==> config.mk <==
export PLATFORM = sky130hd
export DESIGN_NAME = payload_byte_feeder
export DESIGN_NICKNAME = d
export VERILOG_FILES = /design/src/rtl/payload_byte_feeder.sv
export SDC_FILE = /design/constraint.sdc
export NUM_CORES = 1
export LEC_CHECK = 0
export BUFFER_PORTS_ARGS = -buffer_cell sky130_fd_sc_hd__clkbuf_2
export CORE_ASPECT_RATIO = 1.4
export CORE_MARGIN = 2
export CORE_UTILIZATION = 40
export DETAILED_ROUTE_END_ITERATION = 16
export SYNTH_ARGS = -nofsm -noshare
export SYNTH_HDL_FRONTEND = slang
export SYNTH_SLANG_ARGS = --single-unit
==> constraint.sdc <==
create_clock -name clk -period 5.6 [get_ports clk]
set_input_delay 1.12 -clock clk [delete_from_list [all_inputs] [get_ports clk]]
set_output_delay 1.12 -clock clk [all_outputs]
set_load 0.02 [all_outputs]
==> src/rtl/payload_byte_feeder.sv <==
// payload_byte_feeder
//   Serialises a DATA_WIDTH-bit AXI4-Stream payload to one byte per clock for
//   the payload matching engines. Each packet is bracketed by a one-cycle sod
//   pulse (one cycle before the first byte strobe) and a one-cycle eod pulse
//   (one cycle after the last byte strobe) that carries the packet byte count.
//
// Ports
//   clk, rst   : clock, asynchronous active-high reset
//   s_tdata    : payload beat, lane 0 = bits [7:0] is the first byte on the wire
//   s_tkeep    : per-lane valid, lanes with keep=0 are skipped
//   s_tvalid   : beat valid
//   s_tlast    : final beat of the packet
//   s_tready   : beat accepted on an edge where s_tvalid && s_tready
//   byte_out   : current payload byte, meaningful while en=1
//   en         : byte strobe (engine clock enable)
//   sod        : start-of-data pulse (engines use it as an asynchronous clear)
//   eod        : end-of-data pulse
//   pkt_len    : bytes emitted for the packet, valid while eod=1, saturating
//   state_dbg  : current FSM state (IDLE=0, SOD=1, STREAM=2, EOD=3)
//
// Handshake: a beat transfers on a rising edge where s_tvalid && s_tready.
// s_tready depends only on registered state (and rst), never on s_tvalid, so
// upstream may hold or drop s_tvalid freely; s_tdata/s_tkeep/s_tlast are only
// sampled on the transfer edge.

module payload_byte_feeder #(
  parameter int DATA_WIDTH = 64,
  parameter int LEN_WIDTH  = 16
) (
  input  logic                    clk,
  input  logic                    rst,
  input  logic [DATA_WIDTH-1:0]   s_tdata,
  input  logic [DATA_WIDTH/8-1:0] s_tkeep,
  input  logic                    s_tvalid,
  input  logic                    s_tlast,
  output logic                    s_tready,
  output logic [7:0]              byte_out,
  output logic                    en,
  output logic                    sod,
  output logic                    eod,
  output logic [LEN_WIDTH-1:0]    pkt_len,
  output logic [1:0]              state_dbg
);

  localparam int NB = DATA_WIDTH / 8;
  localparam int LW = (NB > 1) ? $clog2(NB) : 1;

  typedef enum logic [1:0] {
    IDLE   = 2'd0,
    SOD    = 2'd1,
    STREAM = 2'd2,
    EOD    = 2'd3
  } state_t;

  state_t                  state;
  logic [DATA_WIDTH-1:0]   buf_data;
  logic [NB-1:0]           buf_keep;
  logic                    buf_last;
  logic                    buf_valid;
  // Set once the final beat is fully emitted (or a keep=0 last beat arrives);
  // the next edge then moves to EOD so eod follows the last byte by one cycle.
  logic                    eod_pend;
  logic [LW-1:0]           lane;
  logic [LEN_WIDTH-1:0]    len_cnt;

  logic [LW-1:0]           first_lane;
  logic [LW-1:0]           next_lane;
  logic                    at_end;
  logic                    emit;
  logic                    consume;
  logic                    accept;

  assign state_dbg = state;

  // first_lane: lowest set keep bit of the incoming beat.
  // next_lane : lowest set keep bit of the buffered beat above the current lane.
  // at_end    : no buffered lane above the current one remains to be emitted.
  always_comb begin
    first_lane = '0;
    for (int i = NB - 1; i >= 0; i--) begin
      if (s_tkeep[i]) first_lane = LW'(i);
    end
    next_lane = lane;
    at_end    = 1'b1;
    for (int i = NB - 1; i >= 0; i--) begin
      if (buf_keep[i] && (i > int'(lane))) begin
        next_lane = LW'(i);
        at_end    = 1'b0;
      end
    end
  end

  // lane always points at a set keep bit unless the whole beat has keep=0,
  // and keep=0 beats never sit in the buffer, so emit is effectively buf_valid.
  assign emit    = buf_valid && buf_keep[lane];
  assign consume = buf_valid && at_end;

  always_comb begin
    s_tready = 1'b0;
    if (!rst) begin
      case (state)
        IDLE:    s_tready = 1'b1;
        // Ready either in a bubble or while the last lane of a non-final beat
        // is going out, so the next beat reloads the buffer without a gap.
        STREAM:  s_tready = !eod_pend && (!buf_valid || (at_end && !buf_last));
        default: s_tready = 1'b0;
      endcase
    end
  end

  assign accept = s_tvalid && s_tready;

  always_ff @(posedge clk or posedge rst) begin
    if (rst) begin
      state     <= IDLE;
      buf_data  <= '0;
      buf_keep  <= '0;
      buf_last  <= 1'b0;
      buf_valid <= 1'b0;
      eod_pend  <= 1'b0;
      lane      <= '0;
      len_cnt   <= '0;
      byte_out  <= 8'h00;
      en        <= 1'b0;
      sod       <= 1'b0;
      eod       <= 1'b0;
      pkt_len   <= '0;
    end else begin
      sod <= 1'b0;
      en  <= 1'b0;
      eod <= 1'b0;

      case (state)
        IDLE: begin
          if (accept) begin
            state    <= SOD;
            sod      <= 1'b1;
            len_cnt  <= '0;
            eod_pend <= 1'b0;
          end
        end

        // The first byte is launched on the edge leaving SOD, so en rises
        // exactly one cycle after sod and never overlaps it.
        SOD, STREAM: begin
          if (eod_pend) begin
            state    <= EOD;
            eod      <= 1'b1;
            pkt_len  <= len_cnt;
            eod_pend <= 1'b0;
          end else begin
            state <= STREAM;
            if (emit) begin
              en       <= 1'b1;
              byte_out <= buf_data[8*int'(lane) +: 8];
              lane     <= next_lane;
              if (len_cnt != '1) len_cnt <= len_cnt + LEN_WIDTH'(1);
            end
            if (consume) begin
              buf_valid <= 1'b0;
              if (buf_last) eod_pend <= 1'b1;
            end
          end
        end

        EOD: state <= IDLE;

        default: state <= IDLE;
      endcase

      // Beat load; placed last so it overrides the consume clear above.
      // A keep=0 beat is consumed on arrival and never occupies the buffer.
      if (accept) begin
        buf_data <= s_tdata;
        buf_keep <= s_tkeep;
        buf_last <= s_tlast;
        lane     <= first_lane;
        if (s_tkeep == '0) begin
          buf_valid <= 1'b0;
          if (s_tlast) eod_pend <= 1'b1;
        end else begin
          buf_valid <= 1'b1;
        end
      end
    end
  end

endmodule
==> out/metrics.cfg, run 1 <==
[run_status]
run_status = finished, final reports clean

[final_layout]
diodes = 0
drive_gt1_frac = 0.451
nNetsFinal = 634
syn_to_final_growth_pct = 20.4

[synth]
synthFlopType = dfrtp_1
yosysWarningCount = 0
yosys-top-cells-area = dfrtp_1 (51%), mux2_4 (14%), mux4_2 (7.1%)
avgSynthCellArea_um2 = 13.4
synthTopCellsByCount = dfrtp_1 (123), mux2_4 (58), nand2_1 (35)
synth_edf_count = 0
ys_ff_latch = 123
yosysTopAreaCell = dfrtp_1
synth_top_area_share = 0.511
synth-async-reset-ratio = 1.00
yosysSeqAreaShare = 0.511
synth_cells = 448
synth_most_common_cell = dfrtp_1
netlist_area_mm2 = 0.00602
synth_nets = 529
ys_types = 52

[clocking]
clk_latency_ns = 0.40
cts_resized = 0
clock-root-buffer = clkbuf_16
path_clk_slew_ns = 0.05
clkSinkCount = 123
htree_levels = 4
cts_buffers = 17
cts_tree = yes
postCtsSetupBuffers = 0
holdBufCountCts = 0
cts_buffer_depth = 2

[worst_setup_path]
regToRegStartpoint = lane[0]
path_class = reg2out
required_ns = 4.48
cp_max_fo = 22
crit_start = lane[2]
arrival_ns = 2.66
startpoint_type = flip-flop
setup.worst_path.end_class = output port

[timing]
hold_ws_ns = 0.481
finalCritPeriodShare = 0.676
rsz0062_at_grt = no
finalClockSkew_ns = 0.00895
maxSlewViolCount = 0
max_freq_mhz = 264
setup_tns_ns = 0
setup_violations = 0
relSlewSlack = 0.341
period_minus_slack_ns = 3.78
hold_viol = 0
tightest_slew_ns = 0.988

[global_routing]
grt_pass1_vias = 4041
grt_max_degree = 82
grt_overflow = 0
grt_pass1_wl_um = 20900
antenna_found_initial = 0
track_usage = 0.169

[run]
cap_violations = 0

[route]
antenna_left = 0
drtPass1Iterations = 4
routedWlPerCell_um = 16.9
drcViolationCount = 0
via_per_inst = 5.11
dr_total_vias = 3856
wl_um = 12800
drt_iter0_drc = 205

[die]
start_util = 0.405
ioPinCount = 106
dieArea_mm2 = 0.0161
rows = 53
die_h_um = 149
core-area_mm2 = 0.0149
die_w_um = 108

[pwr]
powerDensity_mw_per_mm2 = 565
ir_drop_mv = 0.265
leakage_nw = 3.56
total_power_mw = 4.09

[placed_design]
port_buffers = 105
place_congestion = 0.807
place_hpwl_um = 9120

[min_path]
min_from = byte_out[5]
hp-class = reg2reg

## where the power goes
group	switching, mW	internal, mW
clock	0.367	0.701
sequential	0.266	1.23
combinational	0.670	0.857
## layout make-up
| cell class | instances | area [um2] |
|---|---|---|
| clock buffers | 21 | 450 |
| clock inverters | 8 | 121 |
| fillers | 1360 | 7600 |
| inverters | 12 | 47.5 |
| multi-input cells | 289 | 2750 |
| flip-flops and latches | 123 | 3080 |
| well taps | 192 | 240 |
| repair buffers | 110 | 563 |
## logic make-up (layout without fill, tap and decap cells)
group	count (synthesis)	in the layout	share of synthesized area
DFF	123	123	0.511
muxes	114	114	0.283
and+or+nand+nor	99	99	0.0796
AOI/OAI and AO/OA	67	67	0.0773
buffers and inverters	36	151	0.0326
adders and majority gates	5	5	0.0104
xor gates and xnor gates	4	4	0.00582
## metal layers
layer,global-route usage,up-vias,part of all wire
met4,0.0545,0,0.013
met3,0.0406,15,0.040
met5,0,-,0
li1,-,1835,-
met1,0.206,1913,0.42
met2,0.294,93,0.52
## state kept, by name, indices dropped and copies added (netlist names)
signal     count
buf_data      64
len_cnt       16
pkt_len       16
buf_keep       8
byte_out       8
lane           3
state_dbg      2
buf_last       1
buf_valid      1
en             1
eod            1
eod_pend       1
sod            1
## metrics by stage
stage | instance area [um2] | instances | setup slack (ns) | util
after floorplan | 6020 | 448 | 1.21 | -
after global placement | 6680 | 726 | 2.13 | 0.450
after detailed placement | 6680 | 726 | 2.06 | 0.450
after CTS | 7250 | 755 | 1.80 | 0.488
after global routing | 7250 | 755 | 1.57 | 0.488
final | 7250 | 755 | 1.82 | 0.488
## worst max-delay path, stage by stage, from the launching register on
cell and delay, ns:
dfrtp_1 0.91, o21ba_1 0.26, nor4_2 0.27, o211ai_2 0.21, o21ai_0 0.24, a21oi_1 0.11
nor2_1 0.09, clkbuf_2 0.17
## path summary, 6_finish.rpt
path,end,slack (ns),cells past startpoint
worst max-delay path,s_tready,1.82,7
worst min-delay path,byte_out[5],0.48,2
worst max register to register,buf_data[11],2.26,7
worst min register to register,byte_out[5],0.48,2
max in group asynchronous,buf_data[5],3.48,3
min in group asynchronous,en,0.98,2
## placed cells by master, fill, tap and decap left out, types with 4 or more instances in the layout
cell / count
dfrtp_1: 123
clkbuf_2: 105
mux2_4: 58
nand2_1: 35
mux2_2: 29
o21ai_0: 25
nor2_1: 23
mux4_2: 19
clkbuf_16: 17
a21oi_1: 13
inv_1: 10
mux2i_1: 8
nand3_1: 7
a31oi_1: 6
nor3_1: 6
and3_1: 5
ha_1: 5
buf_4: 5
nor2b_1: 4
nand2b_1: 4
xnor2_1: 4
o21a_1: 4
Power figures use the tool's default switching activity.
==> inputs of run 2 (changes only) <==
ABC_AREA = 1   (was not set)
clock period = 3.4 ns   (was 5.6 ns; I/O delays follow)
==> run 2 against run 1 <==
  * Clock power rose by 79%
  * Total power up 60%
  * Register-to-register slack got worse by 1.6 ns
  * Non-clock buffer count rose by 4
  * Critical path type unchanged
  * Critical path depth up 4
  * First-iteration DRC count rose by 77%
  * Synthesized cell count up 76%
  * Largest cell class unchanged
  * Sequential cell count is the same
==> out/metrics.cfg, run 2 <==
[synth]
synth_edf_count = 0  ; unchanged
yosys-top-cells-area = dfrtp_1 (50%), nand2_1 (23%), o21ai_0 (3.6%)
synth_most_common_cell = nand2_1
synth-compound-area-share = 0.0890  ; +0.0117
synth_top_family_by_area = simple AND/OR/NAND/NOR gates
yosysTopAreaCell = dfrtp_1
synth_mux_area_frac = 0  ; -0.283
synth_nets = 869  ; +64%
yosysWarningCount = 0  ; unchanged
synthFlopType = dfrtp_1
synthTopCellsByCount = nand2_1 (374), dfrtp_1 (123), nor2_1 (47)
netlist_area_mm2 = 0.00611  ; +1.5%
ys_types = 35  ; -33%
synth_xor_area_frac = 0.0143  ; +0.00851
ys_ff_latch = 123  ; unchanged
synth_cells = 788  ; +76%
synthSimpleGateAreaFrac = 0.312  ; +0.232
synth-async-reset-ratio = 1.00  ; unchanged
synthAdderAreaFrac = 0.0102  ; -0.000155
yosysSeqAreaShare = 0.503  ; -0.00764
synth_top_area_share = 0.503  ; -0.00764
avgSynthCellArea_um2 = 7.76  ; -42%

[final_layout]
layout_commonest_cell = nand2_1
reg_top3 = buf_data: 64 flops, len_cnt: 16 flops, pkt_len: 16 flops
final_cell_mix = nand2_1 (374), dfrtp_1 (123), clkbuf_2 (105)
fillCellCount = 1520  ; +12%
drive_gt1_frac = 0.174  ; -0.277
syn_to_final_growth_pct = 19.6
nNetsFinal = 966  ; +52%
diodes = 0  ; unchanged
largest_reg_flops = 64  ; unchanged
fin_util = 0.488  ; about the same
fin_cells = 1088  ; +44%
regMostFlops = buf_data

[worst_setup_path]
required_ns = 2.72  ; -1.76 ns
startpoint_type = flip-flop
arrival_ns = 2.36  ; -0.30 ns
crit_start = lane[2]
regToRegStartpoint = state_dbg[1]
path_class = reg2out
setup.worst_path.end_class = output port
cp_max_fo = 24  ; +9.1%

[pwr]
p_sw_frac = 0.381  ; +0.0632
power_frac_comb = 0.347  ; -0.026
powerDensity_mw_per_mm2 = 894  ; +58%
clock_power_share = 0.293  ; +0.032
intPower_mw = 4.05  ; +45%
leakage_nw = 3.92  ; +10%
ir_drop_mv = 0.411  ; +55%
p_switching_mw = 2.49  ; +92%
sequentialPowerShare = 0.360  ; -0.006

[timing]
rsz0062_at_grt = no
hold_viol = 0  ; unchanged
tightest_slew_ns = 0.976  ; -0.0125 ns
finalCritPeriodShare = 0.896
setup_violations = 0  ; unchanged
maxSlewViolCount = 0  ; unchanged
relSlewSlack = 0.350  ; +0.00831
finalClockSkew_ns = 0.00748  ; -0.00147 ns
max_freq_mhz = 328
period_minus_slack_ns = 3.04

[placed_design]
place_hpwl_um = 10700  ; +17%
port_buffers = 105  ; unchanged
place_inst = 1058  ; +46%
place_congestion = 0.866  ; +7.4%

[clocking]
cts_resized = 0  ; unchanged
cts_buffers = 17  ; unchanged
postCtsSetupBuffers = 0  ; unchanged
htree_levels = 4  ; unchanged
path_clk_slew_ns = 0.05  ; about the same
cts_tree = yes
cts_buffer_depth = 2  ; unchanged
clock-root-buffer = clkbuf_16
holdBufCountCts = 0  ; unchanged
clk_latency_ns = 0.41  ; about the same
clkSinkCount = 123  ; unchanged

[min_path]
hp-class = in2async

[route]
drcViolationCount = 0  ; unchanged
drt_iter0_drc = 362  ; +77%
route.met2.wl_um = 7720  ; +16%
wl_um = 15500  ; +21%
routedWlPerCell_um = 14.2  ; -16%
via_per_inst = 4.91  ; -3.8%
met3_length_um = 760  ; +49%
dr_total_vias = 5344  ; +39%
drt-met1-wl_um = 6900  ; +27%
drtPass1Iterations = 5  ; +1
routed.top_layer = met4
antenna_left = 0  ; unchanged

[die]
core-area_mm2 = 0.0150  ; +0.89%
start_util = 0.408  ; +0.00251
die_h_um = 150  ; +0.73%
dieArea_mm2 = 0.0163  ; +1.5%
die_w_um = 108  ; +0.73%
ioPinCount = 106  ; unchanged
rows = 53  ; unchanged

[run]
cap_violations = 0  ; unchanged

[global_routing]
grt_max_degree = 77  ; -6.1%
grt_overflow = 0  ; unchanged
antenna_found_initial = 0  ; unchanged
grt_pass1_vias = 5179  ; +28%
track_usage = 0.205  ; +0.0359
grt_pass1_wl_um = 26100  ; +25%

[run_status]
run_status = finished, final reports clean

[run 2: layer usage]
layer  track usage  vias up
met5             0        -
met4        0.0564        0
met3        0.0398       13
met2         0.342      147
met1         0.272     2487
li1              -     2697
[run 2: cell type report]
cell class | count | area [um2] | share of cell area
clock buffer | 22 | 484 | 0.0662
clock inverter | 8 | 140 | 0.0192
inverter | 45 | 179 | 0.0245
multi-input combinational | 584 | 2600 | 0.355
sequential | 123 | 3080 | 0.421
tap | 192 | 240 | 0.0328
timing repair buffer | 114 | 593 | 0.0811
[run 2: cell families after synthesis]
kind of cell,count (synthesis)
and+or+nand+nor,479
buffers and inverters,81
DFF,123
AOI/OAI and AO/OA,90
adders and majority gates,5
xor gates and xnor gates,10
[run 2: worst max-delay path: stages (launching register included)]
cell and delay [ns]:
dfrtp_1 0.76, nor2_1 0.17, nand2_1 0.14, nand2_1 0.06, nor2_1 0.21, nand3_1 0.11
nand2_1 0.07, nand2_1 0.06, nand2_2 0.11, nand2_1 0.06, inv_1 0.06, clkbuf_2 0.16
[run 2: worst paths after layout]
path | slack [ns] | endpoint | depth (start not counted)
min in group clk | 0.46 | buf_data[3] | 3
hold / removal | 0.32 | sod | 2
hold reg to reg | 0.47 | buf_data[10] | 2
setup reg to reg | 0.66 | len_cnt[5] | 9
max in group asynchronous | 1.71 | buf_data[9] | 3
setup / recovery | 0.36 | s_tready | 11
[run 2: power groups by stage]
stage	combinational (mW)	clock (mW)	sequential, mW
2_1_floorplan	1.80	0	2.32
6_report	2.27	1.92	2.35
3_3_place_gp	2.28	0	2.37
3_5_place_dp	2.30	0	2.37
5_1_grt	2.63	2.03	2.44
4_1_cts	2.31	1.95	2.36
[run 2: stage by stage]
step           total power, mW  setup TNS [ns]  hold WS, ns  worst slack (ns)  instance area, um2
2_1_floorplan             4.12           -8.10        0.444            -0.336                6130
3_3_place_gp              4.66               0        0.457             0.686                6690
3_5_place_dp              4.67               0        0.460             0.641                6690
4_1_cts                   6.61               0        0.344             0.324                7310
5_1_grt                   7.10               0        0.369            0.0779                7310
6_report                  6.54               0        0.319             0.355                7310
